$ cat config.mk
export PLATFORM = sky130hd
export DESIGN_NAME = fifo_frame_serializer
export DESIGN_NICKNAME = d
export VERILOG_FILES = /design/src/rtl/fifo_frame_serializer.sv
export SDC_FILE = /design/constraint.sdc
export NUM_CORES = 1
export LEC_CHECK = 0
export CAP_MARGIN = 20
export CORE_MARGIN = 2
export CORE_UTILIZATION = 47
export DETAILED_ROUTE_END_ITERATION = 12
export PLACE_DENSITY = 0.82
export SLEW_MARGIN = 20
export SYNTH_ARGS = -nofsm -noshare
export SYNTH_HDL_FRONTEND = slang
export SYNTH_SLANG_ARGS = --single-unit
$ cat constraint.sdc
create_clock -name rd_clk -period 1.9 [get_ports rd_clk]
set_input_delay 0.285 -clock rd_clk [delete_from_list [all_inputs] [get_ports rd_clk]]
set_output_delay 0.285 -clock rd_clk [all_outputs]
set_load 0.005 [all_outputs]
$ cat src/rtl/fifo_frame_serializer.sv
// Pops 32-bit words from a show-ahead FIFO and emits a framed byte stream:
// SYNC0, SYNC1, FRAME_WORDS*4 data bytes MSB first, plus an XOR checksum
// byte when FIFO_FRAME_SERIALIZER_CHKSUM_EN is defined.
module fifo_frame_serializer #(
    parameter int          FRAME_WORDS = 64,
    parameter logic [7:0]  SYNC0       = 8'hA5,
    parameter logic [7:0]  SYNC1       = 8'h5A
) (
    input  logic        rd_clk,
    input  logic        rd_rst_n,
    input  logic        enable,
    output logic        fifo_rd_en,
    input  logic        fifo_rd_vld,
    input  logic [31:0] fifo_rd_data,
    output logic [7:0]  m_data,
    output logic        m_valid,
    input  logic        m_ready,
    output logic        m_sof,
    output logic        m_eof,
    output logic        busy,
    output logic [15:0] frame_cnt
);

    localparam int                CNT_W    = $clog2(FRAME_WORDS + 1);
    localparam logic [CNT_W-1:0]  LAST_CNT = CNT_W'(FRAME_WORDS);

    typedef enum logic [2:0] {IDLE, HEAD0, HEAD1, DATA, TAIL} state_t;

    state_t           state;
    logic [31:0]      word_buf;
    logic             buf_full;
    logic [1:0]       byte_idx;
    logic [CNT_W-1:0] word_cnt;
`ifdef FIFO_FRAME_SERIALIZER_CHKSUM_EN
    logic [7:0]       checksum;
`endif

    logic        adv;
    logic        last_in_buf;
    logic        last_data;
    logic        emit;
    logic [31:0] cur_word;
    logic [7:0]  cur_byte;

    assign adv         = !m_valid || m_ready;
    assign last_in_buf = (byte_idx == 2'd3);
    assign last_data   = last_in_buf && (word_cnt == LAST_CNT);

    // A pop is also allowed while the last byte of the buffered word leaves,
    // so a continuous stream refills the buffer without a bubble.
    assign fifo_rd_en = (state == DATA) && (!buf_full || (adv && last_in_buf))
                        && fifo_rd_vld && (word_cnt < LAST_CNT);

    // An empty buffer is bypassed: byte 0 goes out the cycle its word is popped.
    assign cur_word = buf_full ? word_buf : fifo_rd_data;
    assign emit     = (state == DATA) && adv && (buf_full || fifo_rd_en);

    // NOTE: default assignment first so no path through the case can infer a latch.
    always_comb begin
        cur_byte = cur_word[7:0];
        case (byte_idx)
            2'd0:    cur_byte = cur_word[31:24];
            2'd1:    cur_byte = cur_word[23:16];
            2'd2:    cur_byte = cur_word[15:8];
            default: cur_byte = cur_word[7:0];
        endcase
    end

    // NOTE: non-blocking assignments throughout, so every branch reads pre-edge values.
    always_ff @(posedge rd_clk or negedge rd_rst_n) begin
        if (!rd_rst_n) begin
            state     <= IDLE;
            word_buf  <= '0;
            buf_full  <= 1'b0;
            byte_idx  <= 2'd0;
            word_cnt  <= '0;
            m_data    <= 8'h00;
            m_valid   <= 1'b0;
            m_sof     <= 1'b0;
            m_eof     <= 1'b0;
            busy      <= 1'b0;
            frame_cnt <= 16'h0000;
`ifdef FIFO_FRAME_SERIALIZER_CHKSUM_EN
            checksum  <= 8'h00;
`endif
        end else begin
            if (m_valid && m_ready && m_eof)
                frame_cnt <= frame_cnt + 16'd1;

            if (fifo_rd_en) begin
                word_buf <= fifo_rd_data;
                word_cnt <= word_cnt + CNT_W'(1);
            end

            // Accepted or empty output slot drains unless a state below refills it.
            if (adv) begin
                m_valid <= 1'b0;
                m_sof   <= 1'b0;
                m_eof   <= 1'b0;
            end

            case (state)
                IDLE: begin
                    if (enable && fifo_rd_vld) begin
                        state <= HEAD0;
                        busy  <= 1'b1;
                    end
                end
                HEAD0: begin
                    if (adv) begin
                        m_data  <= SYNC0;
                        m_valid <= 1'b1;
                        m_sof   <= 1'b1;
`ifdef FIFO_FRAME_SERIALIZER_CHKSUM_EN
                        checksum <= 8'h00;
`endif
                        state   <= HEAD1;
                    end
                end
                HEAD1: begin
                    if (adv) begin
                        m_data  <= SYNC1;
                        m_valid <= 1'b1;
                        state   <= DATA;
                    end
                end
                DATA: begin
                    if (emit) begin
                        m_data  <= cur_byte;
                        m_valid <= 1'b1;
`ifdef FIFO_FRAME_SERIALIZER_CHKSUM_EN
                        checksum <= checksum ^ cur_byte;
`endif
                        if (last_in_buf) begin
                            byte_idx <= 2'd0;
                            buf_full <= fifo_rd_en;
                        end else begin
                            byte_idx <= byte_idx + 2'd1;
                            buf_full <= 1'b1;
                        end
                        if (last_data) begin
                            word_cnt <= '0;
`ifdef FIFO_FRAME_SERIALIZER_CHKSUM_EN
                            state    <= TAIL;
`else
                            m_eof    <= 1'b1;
                            state    <= IDLE;
                            busy     <= 1'b0;
`endif
                        end
                    end else if (fifo_rd_en) begin
                        buf_full <= 1'b1;
                    end
                end
`ifdef FIFO_FRAME_SERIALIZER_CHKSUM_EN
                TAIL: begin
                    if (adv) begin
                        m_data  <= checksum;
                        m_valid <= 1'b1;
                        m_eof   <= 1'b1;
                        state   <= IDLE;
                        busy    <= 1'b0;
                    end
                end
`endif
                default: begin
                    state <= IDLE;
                    busy  <= 1'b0;
                end
            endcase
        end
    end

endmodule

==> results.py <==
metrics = {
    "setup_path": {
        "start_kind": "flop",
        "end_kind": "flop",
        "path_class": "flop to flop",
        "crit_required_ns": 2.14,
        "cp_max_fo": 9,
        "crit_arrival_ns": 2.08,
    },
    "synthesis": {
        "synthCells": 306,
        "synth_area_sq_mm": 0.00356,
        "synth_seq_cells": 72,
        "synth.area.top_cells": "dfrtp_1, mux2_2, xnor2_1",
        "synth_compound_area_share_pct": 9.60,
        "synth_top_area_share_pct": 50.6,
        "ys.flop_type": "dfrtp_1",
        "yosysTopAreaCell": "dfrtp_1",
        "synthMuxAreaShare_pct": 16.2,
        "synth_warnings": 0,
        "yosys.area_share.simple_pct": 12.1,
        "synth_xor_area_share_pct": 4.92,
        "ys_types": 37,
        "syn_nets": 355,
        "synth_seq_area_share_pct": 50.6,
        "synth_fa_ha_area_share_pct": 4.22,
        "postSynth.asyncResetShare_pct": 100,
        "yosysMostFrequentCell": "dfrtp_1",
        "synthTopCellsByCount": "dfrtp_1, mux2_2, nor2_1",
        "synth_top_family_by_area": "multiplexers",
        "avgSynthCellArea_sq_um": 11.6,
        "synth_edf_count": 0,
    },
    "clock_tree": {
        "cts_inserted_buffers": 9,
        "root_buffer": "clkbuf_8",
        "clockBufferDepth": 2,
        "tritoncts": "done",
        "cts_sinks": 72,
        "ctsHtreeMaxLevel": 3,
        "clkLatencyLatePin_ns": 0.36,
        "worst_setup_hold_path_clk_slew_ns": 0.08,
    },
    "placed_design": {
        "portBuffers": 65,
        "placedCellCount": 482,
        "hpwl_um": 5750,
        "gp_congestion": 0.864,
        "placed_area_sq_mm": 0.00449,
        "pre_cts_ws_ns": -0.220,
    },
    "sta": {
        "rsz0062_at_grt": "true",
        "worst_pin_slew_ns": 0.458,
        "relSlewSlack_pct": 69.5,
        "slew_violations": 0,
        "whs_ns": 0.382,
        "fmax_ghz": 0.545,
        "min_period_over_period_pct": 96.6,
        "fin_ws_ns": 0.0638,
        "hold_viol": 0,
        "finalSetupViolCount": 0,
        "fin_skew_ns": 0.00801,
        "fin_crit_ns": 1.84,
        "setup_tns_ns": 0,
    },
    "layout": {
        "num-nets-final": 445,
        "synthToLayoutAreaGrowth_pct": 32.2,
        "post-route-util_pct": 64.5,
        "drive_gt1_share_pct": 23.5,
        "n_antenna_cell": 0,
        "fin_cells": 499,
        "fill_cells": 597,
        "multiInputGateArea_sq_mm": 0.00171,
        "regArea_sq_mm": 0.00180,
        "fin_area_sq_mm": 0.00471,
    },
    "global_routing": {
        "grt_max_degree": 45,
        "grt_first_pass_wirelength_um": 13400,
        "overflow": 0,
        "grt_use_total_pct": 20.5,
        "grt_antenna_before_repair": 0,
        "grt_pass1_vias": 2741,
    },
    "min_path": {
        "hp-class": "primary input to asynchronous set/reset pin",
    },
    "power_and_ir_drop": {
        "power.density_mw_per_mm2": 1360,
        "vdd_drop_max_mv": 0.554,
        "p_leak_nw": 2.10,
        "p_total_mw": 6.39,
    },
    "floorplanning": {
        "rows": 31,
        "die-area_sq_mm": 0.00829,
        "die_h_um": 91.0,
        "coreArea_sq_mm": 0.00729,
        "ios": 66,
        "fp.dieW_um": 91.0,
        "initial_utilization_pct": 48.8,
    },
    "drt": {
        "firstDrtPassIters": 4,
        "viasPerCell": 5.42,
        "routed-via-count": 2705,
        "wire_per_inst_um": 15.8,
        "drt-total-wl_um": 7890,
        "drt_iter0_markers": 91,
        "drc_errors": 0,
        "postRouteAntennaNets": 0,
    },
    "run_status": {
        "status": "completed",
    },
    "flow_run": {
        "cap_violations": 0,
    },
}
metal layers:
layer	wire (um)	GRT usage, %
met1	3560	26.6
met2	3810	33.0
met3	366	4.81
met4	155	8.71
met5	0	0
flip-flops by register name (all words and copies together), names as in the netlist, named ones only:
| name | cells |
|---|---|
| word_buf | 32 |
| frame_cnt | 16 |
| m_data | 8 |
| word_cnt | 7 |
| byte_idx | 2 |
| state | 2 |
| buf_full | 1 |
| busy | 1 |
| m_eof | 1 |
| m_valid | 1 |
report_power, final:
| group | switching (mW) | total (mW) | internal (mW) | leakage [nW] |
|---|---|---|---|---|
| sequential | 0.334 | 2.40 | 2.07 | 0.908 |
| clock | 0.558 | 1.09 | 0.534 | 0.0882 |
| combinational | 1.32 | 2.90 | 1.58 | 1.10 |
logic make-up (layout without fill, tap and decap cells):
logic type	Yosys count	count (layout)
xor gates and xnor gates	20	20
AOI/OAI and AO/OA	45	45
buffers and inverters	20	114
adders and majority gates	12	12
muxes	48	48
DFF	72	72
and+or+nand+nor	89	89
timing repair:
action,CTS,global route
pin swaps,1,0
setup buffers,1,0
hold endpoints to repair,14,0
gates resized for setup,7,3
hold buffers,1,0
setup endpoints to repair,2,8
cells in the final DEF, fill, tap and decap left out, types with 3 or more instances in the layout:
master,count
a21o_1,3
a21oi_1,11
a22o_1,9
a22oi_1,8
a32oi_1,4
and3_1,3
buf_4,26
clkbuf_8,11
clkdlybuf4s50_1,63
dfrtp_1,70
ha_1,9
inv_1,6
mux2_2,34
mux2i_1,9
mux4_2,4
nand2_1,24
nand3_1,16
nand4_1,6
nor2_1,25
nor2b_1,3
o21ai_1,3
xnor2_1,18
final timing paths:
path                                            from                        end  slack (ns)  cells past startpoint
max                          byte_idx[0]$_DFFE_PN0P_      m_data[3]$_DFFE_PN0P_        0.06                      7
min                                         rd_rst_n  frame_cnt[11]$_DFFE_PN0P_        0.38                      2
max reg2reg                  byte_idx[0]$_DFFE_PN0P_      m_data[3]$_DFFE_PN0P_        0.06                      7
min reg2reg                frame_cnt[10]$_DFFE_PN0P_  frame_cnt[10]$_DFFE_PN0P_        0.49                      1
max in group asynchronous                   rd_rst_n    byte_idx[1]$_DFFE_PN0P_        0.94                      3
min in group rd_clk        frame_cnt[10]$_DFFE_PN0P_  frame_cnt[10]$_DFFE_PN0P_        0.49                      1
cell type report:
| class | instances | share of cell area, % |
|---|---|---|
| sequential | 72 | 38.3 |
| multi-input combinational | 214 | 36.4 |
| timing repair buffer | 93 | 18.5 |
| clock buffer | 12 | 3.30 |
| tap | 99 | 2.63 |
| inverter | 6 | 0.479 |
| clock inverter | 3 | 0.372 |
critical path, cell delays in order (launching register included):
cell and delay, ns:
dfrtp_1 0.36, buf_4 0.12, inv_1 0.05, ha_2 0.25, a22o_1 0.24, mux4_2 0.45, o21ai_0 0.17, a21oi_1 0.09
(Power assumes the default switching activity.)
